==> config.mk <==
export PLATFORM = sky130hd
export DESIGN_NAME = trap_ctrl
export DESIGN_NICKNAME = d
export VERILOG_FILES = /design/src/rtl/rv_trap_pkg.sv /design/src/rtl/trap_prio_enc.sv /design/src/rtl/trap_ctrl.sv
export SDC_FILE = /design/constraint.sdc
export NUM_CORES = 1
export LEC_CHECK = 0
export CAP_MARGIN = 20
export CORE_UTILIZATION = 48
export CTS_BUF_LIST = sky130_fd_sc_hd__clkbuf_2
export CTS_CLUSTER_DIAMETER = 80
export DETAILED_ROUTE_END_ITERATION = 8
export PLACE_DENSITY = 0.89
export SYNTH_ARGS = -nofsm -noshare
export SYNTH_HDL_FRONTEND = slang
export SYNTH_SLANG_ARGS = --single-unit
==> constraint.sdc <==
create_clock -name clk -period 3.9 [get_ports clk]
set_input_delay 0.78 -clock clk [delete_from_list [all_inputs] [get_ports clk]]
set_output_delay 0.78 -clock clk [all_outputs]
set_load 0.05 [all_outputs]
==> src/rtl/rv_trap_pkg.sv <==
// Shared trap-sequencer types: FSM states, mcause codes, mtvec modes.
package rv_trap_pkg;

    typedef enum logic [2:0] {
        ST_IDLE,
        ST_DRAIN,
        ST_ENTER,
        ST_RDRAIN,
        ST_RETURN,
        ST_SETTLE
    } trap_state_e;

    localparam int CAUSE_MSI = 3;
    localparam int CAUSE_MTI = 7;
    localparam int CAUSE_MEI = 11;
    localparam int INT_BIT   = 31;

    typedef enum logic [1:0] {
        MODE_DIRECT   = 2'b00,
        MODE_VECTORED = 2'b01
    } tvec_mode_e;

endpackage

==> src/rtl/trap_prio_enc.sv <==
// Exception/interrupt eligibility and fixed-priority encoder.
// Exception beats ext > soft > timer interrupts.
module trap_prio_enc
    import rv_trap_pkg::*;
#(
    parameter int XLEN = 32
) (
    input  logic            i_exc_valid,
    input  logic [3:0]      i_exc_code,
    input  logic            i_mstatus_mie,
    input  logic [XLEN-1:0] i_mie,
    input  logic            i_irq_ext,
    input  logic            i_irq_soft,
    input  logic            i_irq_timer,
    output logic            o_take,
    output logic            o_is_int,
    output logic [3:0]      o_code
);

    logic w_ext;
    logic w_soft;
    logic w_timer;
    logic w_unused;

    assign w_ext   = i_mstatus_mie & i_mie[CAUSE_MEI] & i_irq_ext;
    assign w_soft  = i_mstatus_mie & i_mie[CAUSE_MSI] & i_irq_soft;
    assign w_timer = i_mstatus_mie & i_mie[CAUSE_MTI] & i_irq_timer;

    assign w_unused = ^{i_mie[XLEN-1:12], i_mie[10:8],
                        i_mie[6:4], i_mie[2:0]};

    always_comb begin
        o_take   = 1'b0;
        o_is_int = 1'b0;
        o_code   = 4'd0;
        if (i_exc_valid) begin
            o_take = 1'b1;
            o_code = i_exc_code;
        end else if (w_ext) begin
            o_take   = 1'b1;
            o_is_int = 1'b1;
            o_code   = 4'(CAUSE_MEI);
        end else if (w_soft) begin
            o_take   = 1'b1;
            o_is_int = 1'b1;
            o_code   = 4'(CAUSE_MSI);
        end else if (w_timer) begin
            o_take   = 1'b1;
            o_is_int = 1'b1;
            o_code   = 4'(CAUSE_MTI);
        end
    end

endmodule

==> src/rtl/trap_ctrl.sv <==
// Trap sequencer: drains the pipe, pulses CSR enter/exit, redirects fetch.
// Define TRAP_CTRL_NMI_EN to add the edge-triggered i_nmi input.
module trap_ctrl
    import rv_trap_pkg::*;
#(
    parameter int              XLEN    = 32,
    parameter logic [XLEN-1:0] NMI_VEC = 32'h0000_0100
) (
    input  logic            clk,
    input  logic            rst,
    input  logic            i_mstatus_mie,
    input  logic [XLEN-1:0] i_mie,
    input  logic [XLEN-1:0] i_mtvec,
    input  logic [XLEN-1:0] i_mepc,
    input  logic            i_irq_ext,
    input  logic            i_irq_soft,
    input  logic            i_irq_timer,
    input  logic            i_exc_valid,
    input  logic [3:0]      i_exc_code,
    input  logic [XLEN-1:0] i_exc_pc,
    input  logic [XLEN-1:0] i_exc_tval,
    input  logic            i_mret,
    input  logic [XLEN-1:0] i_commit_pc,
    input  logic            i_pipe_idle,
`ifdef TRAP_CTRL_NMI_EN
    input  logic            i_nmi,
`endif
    output logic            o_flush,
    output logic            o_int_enter,
    output logic            o_int_exit,
    output logic [XLEN-1:0] o_int_cause,
    output logic [XLEN-1:0] o_int_pc,
    output logic [XLEN-1:0] o_int_mtval,
    output logic            o_redirect_valid,
    output logic [XLEN-1:0] o_redirect_pc,
    output logic            o_busy
);

    trap_state_e     r_state;
    trap_state_e     w_nxt;
    logic [XLEN-1:0] r_cause;
    logic [XLEN-1:0] r_pc;
    logic [XLEN-1:0] r_tval;
    logic            r_is_int;
    logic            r_flush;
    logic            r_enter;
    logic            r_exit;
    logic            r_redir_v;
    logic            r_busy;
    logic [XLEN-1:0] r_o_cause;
    logic [XLEN-1:0] r_o_pc;
    logic [XLEN-1:0] r_o_tval;
    logic [XLEN-1:0] r_redir_pc;

    logic            w_take;
    logic            w_is_int;
    logic [3:0]      w_code;
    logic            w_lat;
    logic [XLEN-1:0] w_lat_cause;
    logic [XLEN-1:0] w_lat_pc;
    logic [XLEN-1:0] w_lat_tval;
    logic            w_lat_int;
    logic [XLEN-1:0] w_base;
    logic [XLEN-1:0] w_vec;
    logic [XLEN-1:0] w_tgt;
    logic            w_unused;

`ifdef TRAP_CTRL_NMI_EN
    logic r_nmi_q;
    logic r_nmi_pend;
    logic r_nmi;
    logic w_lat_nmi;
`endif

    trap_prio_enc #(.XLEN(XLEN)) u_prio (
        .i_exc_valid   (i_exc_valid),
        .i_exc_code    (i_exc_code),
        .i_mstatus_mie (i_mstatus_mie),
        .i_mie         (i_mie),
        .i_irq_ext     (i_irq_ext),
        .i_irq_soft    (i_irq_soft),
        .i_irq_timer   (i_irq_timer),
        .o_take        (w_take),
        .o_is_int      (w_is_int),
        .o_code        (w_code)
    );

    always_comb begin
        w_nxt       = r_state;
        w_lat       = 1'b0;
        w_lat_cause = '0;
        w_lat_pc    = '0;
        w_lat_tval  = '0;
        w_lat_int   = 1'b0;
`ifdef TRAP_CTRL_NMI_EN
        w_lat_nmi   = 1'b0;
`endif
        unique case (r_state)
            ST_IDLE: begin
`ifdef TRAP_CTRL_NMI_EN
                if (r_nmi_pend) begin
                    w_nxt                = ST_DRAIN;
                    w_lat                = 1'b1;
                    w_lat_cause[INT_BIT] = 1'b1;
                    w_lat_int            = 1'b1;
                    w_lat_nmi            = 1'b1;
                end else
`endif
                if (w_take && !w_is_int) begin
                    w_nxt       = ST_DRAIN;
                    w_lat       = 1'b1;
                    w_lat_cause = XLEN'(w_code);
                    w_lat_pc    = i_exc_pc;
                    w_lat_tval  = i_exc_tval;
                end else if (i_mret) begin
                    w_nxt = ST_RDRAIN;
                end else if (w_take) begin
                    w_nxt                = ST_DRAIN;
                    w_lat                = 1'b1;
                    w_lat_cause[INT_BIT] = 1'b1;
                    w_lat_cause[3:0]     = w_code;
                    w_lat_int            = 1'b1;
                end
            end
            ST_DRAIN:  if (i_pipe_idle) w_nxt = ST_ENTER;
            ST_ENTER:  w_nxt = ST_SETTLE;
            ST_RDRAIN: if (i_pipe_idle) w_nxt = ST_RETURN;
            ST_RETURN: w_nxt = ST_SETTLE;
            ST_SETTLE: w_nxt = ST_IDLE;
            default:   w_nxt = ST_IDLE;
        endcase
    end

    // Only interrupts are vectored; reserved modes fall back to direct.
    assign w_base = {i_mtvec[XLEN-1:2], 2'b00};
    assign w_vec  = w_base + {{(XLEN-6){1'b0}}, r_cause[3:0], 2'b00};

    always_comb begin
        w_tgt = w_base;
        if (r_is_int && i_mtvec[1:0] == MODE_VECTORED)
            w_tgt = w_vec;
`ifdef TRAP_CTRL_NMI_EN
        if (r_nmi)
            w_tgt = NMI_VEC;
`endif
    end

    assign w_unused = ^i_mepc[1:0];

    always_ff @(posedge clk) begin
        if (rst) begin
            r_state    <= ST_IDLE;
            r_cause    <= '0;
            r_pc       <= '0;
            r_tval     <= '0;
            r_is_int   <= 1'b0;
            r_flush    <= 1'b0;
            r_enter    <= 1'b0;
            r_exit     <= 1'b0;
            r_redir_v  <= 1'b0;
            r_busy     <= 1'b0;
            r_o_cause  <= '0;
            r_o_pc     <= '0;
            r_o_tval   <= '0;
            r_redir_pc <= '0;
        end else begin
            r_state <= w_nxt;
            if (w_lat) begin
                r_cause  <= w_lat_cause;
                r_pc     <= w_lat_pc;
                r_tval   <= w_lat_tval;
                r_is_int <= w_lat_int;
            end
            if (r_state == ST_DRAIN && i_pipe_idle && r_is_int)
                r_pc <= i_commit_pc;
            r_flush   <= (w_nxt == ST_DRAIN) || (w_nxt == ST_RDRAIN);
            r_enter   <= (w_nxt == ST_ENTER);
            r_exit    <= (w_nxt == ST_RETURN);
            r_redir_v <= (w_nxt == ST_ENTER) || (w_nxt == ST_RETURN);
            r_busy    <= (w_nxt != ST_IDLE);
            if (w_nxt == ST_ENTER) begin
                r_o_cause  <= r_cause;
                r_o_pc     <= r_is_int ? i_commit_pc : r_pc;
                r_o_tval   <= r_tval;
                r_redir_pc <= w_tgt;
            end
            if (w_nxt == ST_RETURN)
                r_redir_pc <= {i_mepc[XLEN-1:2], 2'b00};
        end
    end

`ifdef TRAP_CTRL_NMI_EN
    // A fresh edge wins over the clear so a back-to-back NMI is not lost.
    always_ff @(posedge clk) begin
        if (rst) begin
            r_nmi_q    <= 1'b0;
            r_nmi_pend <= 1'b0;
            r_nmi      <= 1'b0;
        end else begin
            r_nmi_q <= i_nmi;
            if (i_nmi && !r_nmi_q)
                r_nmi_pend <= 1'b1;
            else if (r_nmi && w_nxt == ST_ENTER)
                r_nmi_pend <= 1'b0;
            if (w_lat)
                r_nmi <= w_lat_nmi;
        end
    end
`endif

    assign o_flush          = r_flush;
    assign o_int_enter      = r_enter;
    assign o_int_exit       = r_exit;
    assign o_int_cause      = r_o_cause;
    assign o_int_pc         = r_o_pc;
    assign o_int_mtval      = r_o_tval;
    assign o_redirect_valid = r_redir_v;
    assign o_redirect_pc    = r_redir_pc;
    assign o_busy           = r_busy;

endmodule

Yosys cells after proc, flatten, opt, wreduce, memory -nomap -nowiden
Cells that the tools add are included.

word-level totals
  logic and storage cells = 79
  output and inout bits = 133
  input bits = 205
  bits in registers = 233

cells by class
  add/subtract/negate cells = 1
  multiplexer cells = 35
  equal/unequal tests = 9
  bitwise gates (word level) = 6
  reductions and logical operators = 13

operator list
  cell                                                 number
  2-to-1 mux 32 bit                                    11
  adder 32 x 6 -> 32 bit                               1
  2-to-1 mux 4 bit                                     6
  2-to-1 mux 3 bit                                     6
  equality test 3 x 2 -> 1 bit, second input constant  4
  case mux 3 bit (4 select lines)                      1
  2-to-1 mux 1 bit                                     11
  bitwise AND 1 bit                                    6
  equality test 3 x 1 -> 1 bit, second input constant  2
  equality test 3 bit, second input constant           2
  logical AND 1 bit                                    4
  nonzero test 2 bit                                   2
  OR reduction 2 bit                                   2
  logical NOT 3 bit                                    1
  nonzero test 3 bit                                   1
  equality test 2 x 1 -> 1 bit, second input constant  1
  logical OR 1 bit                                     2
  logical NOT 1 bit                                    1

Depth between registers and ports, before layout
  depth in word-level cells = 13
  depth in mapped cells = 8
  gate-level depth less buffers = 8

Cells and area by module
A second synthesis with hierarchy kept.

unflattened totals
  cell total of the unflattened synthesis = 935
  area total of the unflattened synthesis = 8051.5 µm²

by module, submodules not included
  module         cells an instance  sequential area each (µm²)  instances  area an instance (µm²)
  trap_ctrl      919                3523.4                      1          7965.1
  trap_prio_enc  16                 0.0                         1          86.3

Worst setup path after synthesis
OpenSTA, ideal clock, no wires.

  path type = input to register
  start = input i_mtvec[2]
  end = register r_redir_pc[22] (netlist: o_redirect_pc[22])
  path buffers = 0
  library setup time = 0.128 ns
  slack = 1.327 ns
  data arrival time = 2.445 ns
  cell stages on the path = 8
  cells stage by stage = ha_1 inv_1 fa_1 nor2b_1 o21ai_1 a2111oi_2 mux2i_1 o21ai_1

between the ends
  cells in the longest elaborated chain, start to end = 4

RTL lines
  element                 line              RTL
  start, declared         trap_ctrl.sv:13   input logic [XLEN-1:0] i_mtvec,
  adder 32 x 6 -> 32 bit  trap_ctrl.sv:136  assign w_vec = w_base + {{(XLEN-6){1'b0}}, r_cause[3:0], 2'b00};
  2-to-1 mux 32 bit       trap_ctrl.sv:140  if (r_is_int && i_mtvec[1:0] == MODE_VECTORED)
  2-to-1 mux 32 bit       trap_ctrl.sv:181  if (w_nxt == ST_ENTER) begin
  2-to-1 mux 32 bit       trap_ctrl.sv:187  if (w_nxt == ST_RETURN)
  end signal, assigned    trap_ctrl.sv:185  r_redir_pc <= w_tgt;
  end signal, assigned    trap_ctrl.sv:188  r_redir_pc <= {i_mepc[XLEN-1:2], 2'b00};
  end, declared           trap_ctrl.sv:53   logic [XLEN-1:0] r_redir_pc;

Every way passes these cells. The select of a mux whose other input is x is not followed.
A chain may end at the register's enable or synchronous reset.

Worst setup path after layout
  start = register r_redir_pc[12] (netlist: o_redirect_pc[12])
  end = output o_redirect_pc[12]

RTL lines
  element        line             RTL
  end, declared  trap_ctrl.sv:35  output logic [XLEN-1:0] o_redirect_pc,

No word-level cell between the ends.

==> flow_summary_export.csv <==
group,metric,value,unit
clocking,clkTransAtPathRegs,0.26,ns
timing,drv_slew,0,
timing,max_freq,364,MHz
place,io_buffers,277,
timing,finClkSkew,0.0348,ns
finish,nets,1389,
clocking,cts_buffers,17,
critical_path,arrival,1.97,ns
clocking,cts.root.buffer_cell,"clkbuf_2",
hold_path,hp-class,"register to register",
critical_path,worstPathMaxFanout,2,
timing,report.final.hold_viol_count,0,
critical_path,startpoint,"o_redirect_pc[12]$_SDFFE_PP0P_",
run,maxCapViolations,0,
timing,setup_viol,0,
detailed_routing,drc,0,
finish,drive_gt1_frac,0.0646,
power,leakagePower,3.86,nW
finish,final_cells,1409,
power,p_sw,1.51,mW
synth,synth.top_cell.area_share,0.438,
synth,netlist_area,0.00804,sq mm
clocking,cts_tree,"built",
synth,synthFlopType,"dfxtp_1",
place,dpl.cell_count,1376,
global_routing,overflow,0,
floorplan,ios,338,
timing,worst_slew_pin_slew,0.962,ns
synth,ys_async_sr_fraction,0,
critical_path,cp_cell_sequence,"clkdlybuf4s50_1",
synth,yosysWarnings,0,
synth,synth_common_cells,"dfxtp_1, nand2_1, a21oi_1",
power,p_int,2.86,mW
synth,synth.most_common_cell,"dfxtp_1",
hold_path,min_from,"r_tval[8]$_SDFFE_PP0P_",
timing,rsz0062_at_grt,"no",
critical_path,start_kind,"register",
power,comb_power_share,0.287,
power,peakVddDrop,222,uV
timing,fin_crit,2.75,ns
floorplan,die-area,0.0173,sq mm
timing,fin_setup_tns,0,ns
synth,synth_edf_count,0,
detailed_routing,drt_iter0_drc,560,
critical_path,cp-end-kind,"output port",
outcome,status,"finished clean",
synth,yosysUniqueCellTypes,63,
critical_path,crit-reg2reg-launch,"r_cause[0]$_SDFFE_PP0P_",
detailed_routing,routedWlPerCell,17.2,microns
synth,yosysTopAreaCell,"dfxtp_1",
global_routing,gr-usage-all-layers,0.274,
place,dp_hpwl,16.8,mm
synth,ys_seq_area_frac,0.438,
critical_path,required,3.12,ns
floorplan,core_area,0.0161,sq mm
clocking,cts_hold_buf,0,
timing,fin_crit_sh,0.705,
global_routing,grt_max_degree,56,
global_routing,antenna_found_initial,1,
floorplan,die_w,131,microns
detailed_routing,via_count,8069,
critical_path,critPathKind,"register to output port",
clocking,cts_buffer_depth,2,
detailed_routing,wirelength,24.2,mm
timing,maxSlewHeadroom,0.357,
floorplan,rows,46,
detailed_routing,routed_via_density,5.73,
clocking,cts.repair.resized,0,
floorplan,die_y,131,microns
synth,ys_ff_latch,176,
critical_path,critPathSlowestCell,"clkdlybuf4s50_1",
power,power_frac_seq,0.463,
detailed_routing,drtPass1Iterations,7,
clocking,cts.sinks,176,
place,place.gp.congestion,0.889,
critical_path,cp_num_buf_inv,1,
critical_path,cpPeakStageDelay,0.85,ns
power,p_sw_frac,0.346,
global_routing,first_global_vias,7423,
clocking,htreeDepth,4,
power,p_clk_frac,0.250,
global_routing,grt_pass1_wl,38.0,mm
detailed_routing,postRouteAntennaNets,0,
synth,netlist_instances,944,
floorplan,initial_core_util,0.499,
synth,synthTopCellsByArea,"dfxtp_1, a211oi_1, a21oi_1, mux2i_1, nand2_1",
clocking,clkLatencyLatePin,0.71,ns
finish,area_growth,38.4,%
power,power_density,393,mW/mm^2
clocking,postCtsSetupRepairBufs,0,
critical_path,path_delay_family,"buffers and inverters",
synth,syn_area_per_cell,8.52,sq um
flip-flops by register name, summed over array words and instances (netlist names):
name,cells
o_flush,1
o_int_pc,32
o_int_cause,5
o_busy,1
r_is_int,1
o_int_exit,1
r_cause,4
o_redirect_valid,1
r_tval,32
o_redirect_pc,30
o_int_enter,1
o_int_mtval,32
r_state,3
r_pc,32
placed cells by master (no fill, tap or decap), types with 5 or more instances in the layout:
master           netlist  routed
nand4_1                5       5
nor4_1                 5       5
clkbuf_2               0      18
xnor2_1                9       9
dfxtp_1              176     175
conb_1                 1      29
nor3_1                17      17
a211oi_1              72      72
mux2i_1               41      41
o21ai_1               42      42
nor2_1                82      81
nand3_1               17      17
a21oi_1               97      96
buf_4                 30      22
and3_1                22      22
a22o_1                33      33
clkdlybuf4s50_1        0     276
o21ai_0                5       5
nand3b_1               6       6
inv_1                 10      10
nand2_1              105     105
or4_1                  5       5
o211ai_1               5       5
a31oi_1                7       7
power by group through the flow:
stage               Combinational [mW]  Clock (mW)  Sequential [mW]
finish                            1.26        1.09             2.03
global route                      1.33        1.20             2.04
CTS                               1.25        1.12             2.03
detailed placement                1.25           0             2.06
global placement                  1.23           0             2.05
floorplan                        0.534           0             2.31
through the flow:
stage / cell area (sq um) / utilization / total power [mW] / hold slack (ns) / worst slack [ns]
after CTS: 11100 / 0.690 / 4.40 / 0.440 / 1.05
after detailed placement: 10800 / 0.672 / 3.31 / 0.443 / 0.556
after global placement: 10800 / 0.672 / 3.29 / 0.435 / 0.621
after global routing: 11100 / 0.690 / 4.58 / 0.462 / 0.980
final: 11100 / 0.690 / 4.38 / 0.445 / 1.15
after floorplan: 8140 / - / 2.84 / 0.432 / 1.33
final timing paths:
path	end	slack [ns]	cells past startpoint
max	o_redirect_pc[12]	1.15	1
min	o_int_mtval[8]$_SDFFE_PP0N_	0.44	2
max reg2reg	o_redirect_pc[30]$_SDFFE_PP0P_	1.33	8
min reg2reg	o_int_mtval[8]$_SDFFE_PP0N_	0.44	2
per-layer routing:
metal,vias up,global-route usage,share of wire
met1,3802,0.336,0.40
met2,392,0.446,0.48
met5,-,0,0
met3,54,0.0775,0.084
li1,3821,-,-
met4,0,0.125,0.030
layout make-up:
class / count / area [sq um]
clock buffers: 18 / 90.1
flip-flops and latches: 176 / 3520
well taps: 216 / 270
diodes: 1 / 2.50
multi-input cells: 673 / 4060
inverters: 13 / 48.8
clock inverters: 14 / 203
fillers: 1301 / 4990
repair buffers: 298 / 2930
cell families (layout without fill, tap and decap cells):
group / count (synthesis) / in the layout / share of synthesized area
flops: 176 / 176 / 0.438
buf+inv: 123 / 343 / 0.0730
compound gates: 296 / 296 / 0.243
simple gates: 293 / 293 / 0.176
fa+ha+maj: 5 / 5 / 0.00872
mux: 41 / 41 / 0.0511
other cells: 1 / 30 / 0.000466
xor+xnor: 9 / 9 / 0.00981
No activity file was read; power rests on OpenSTA's default activity.
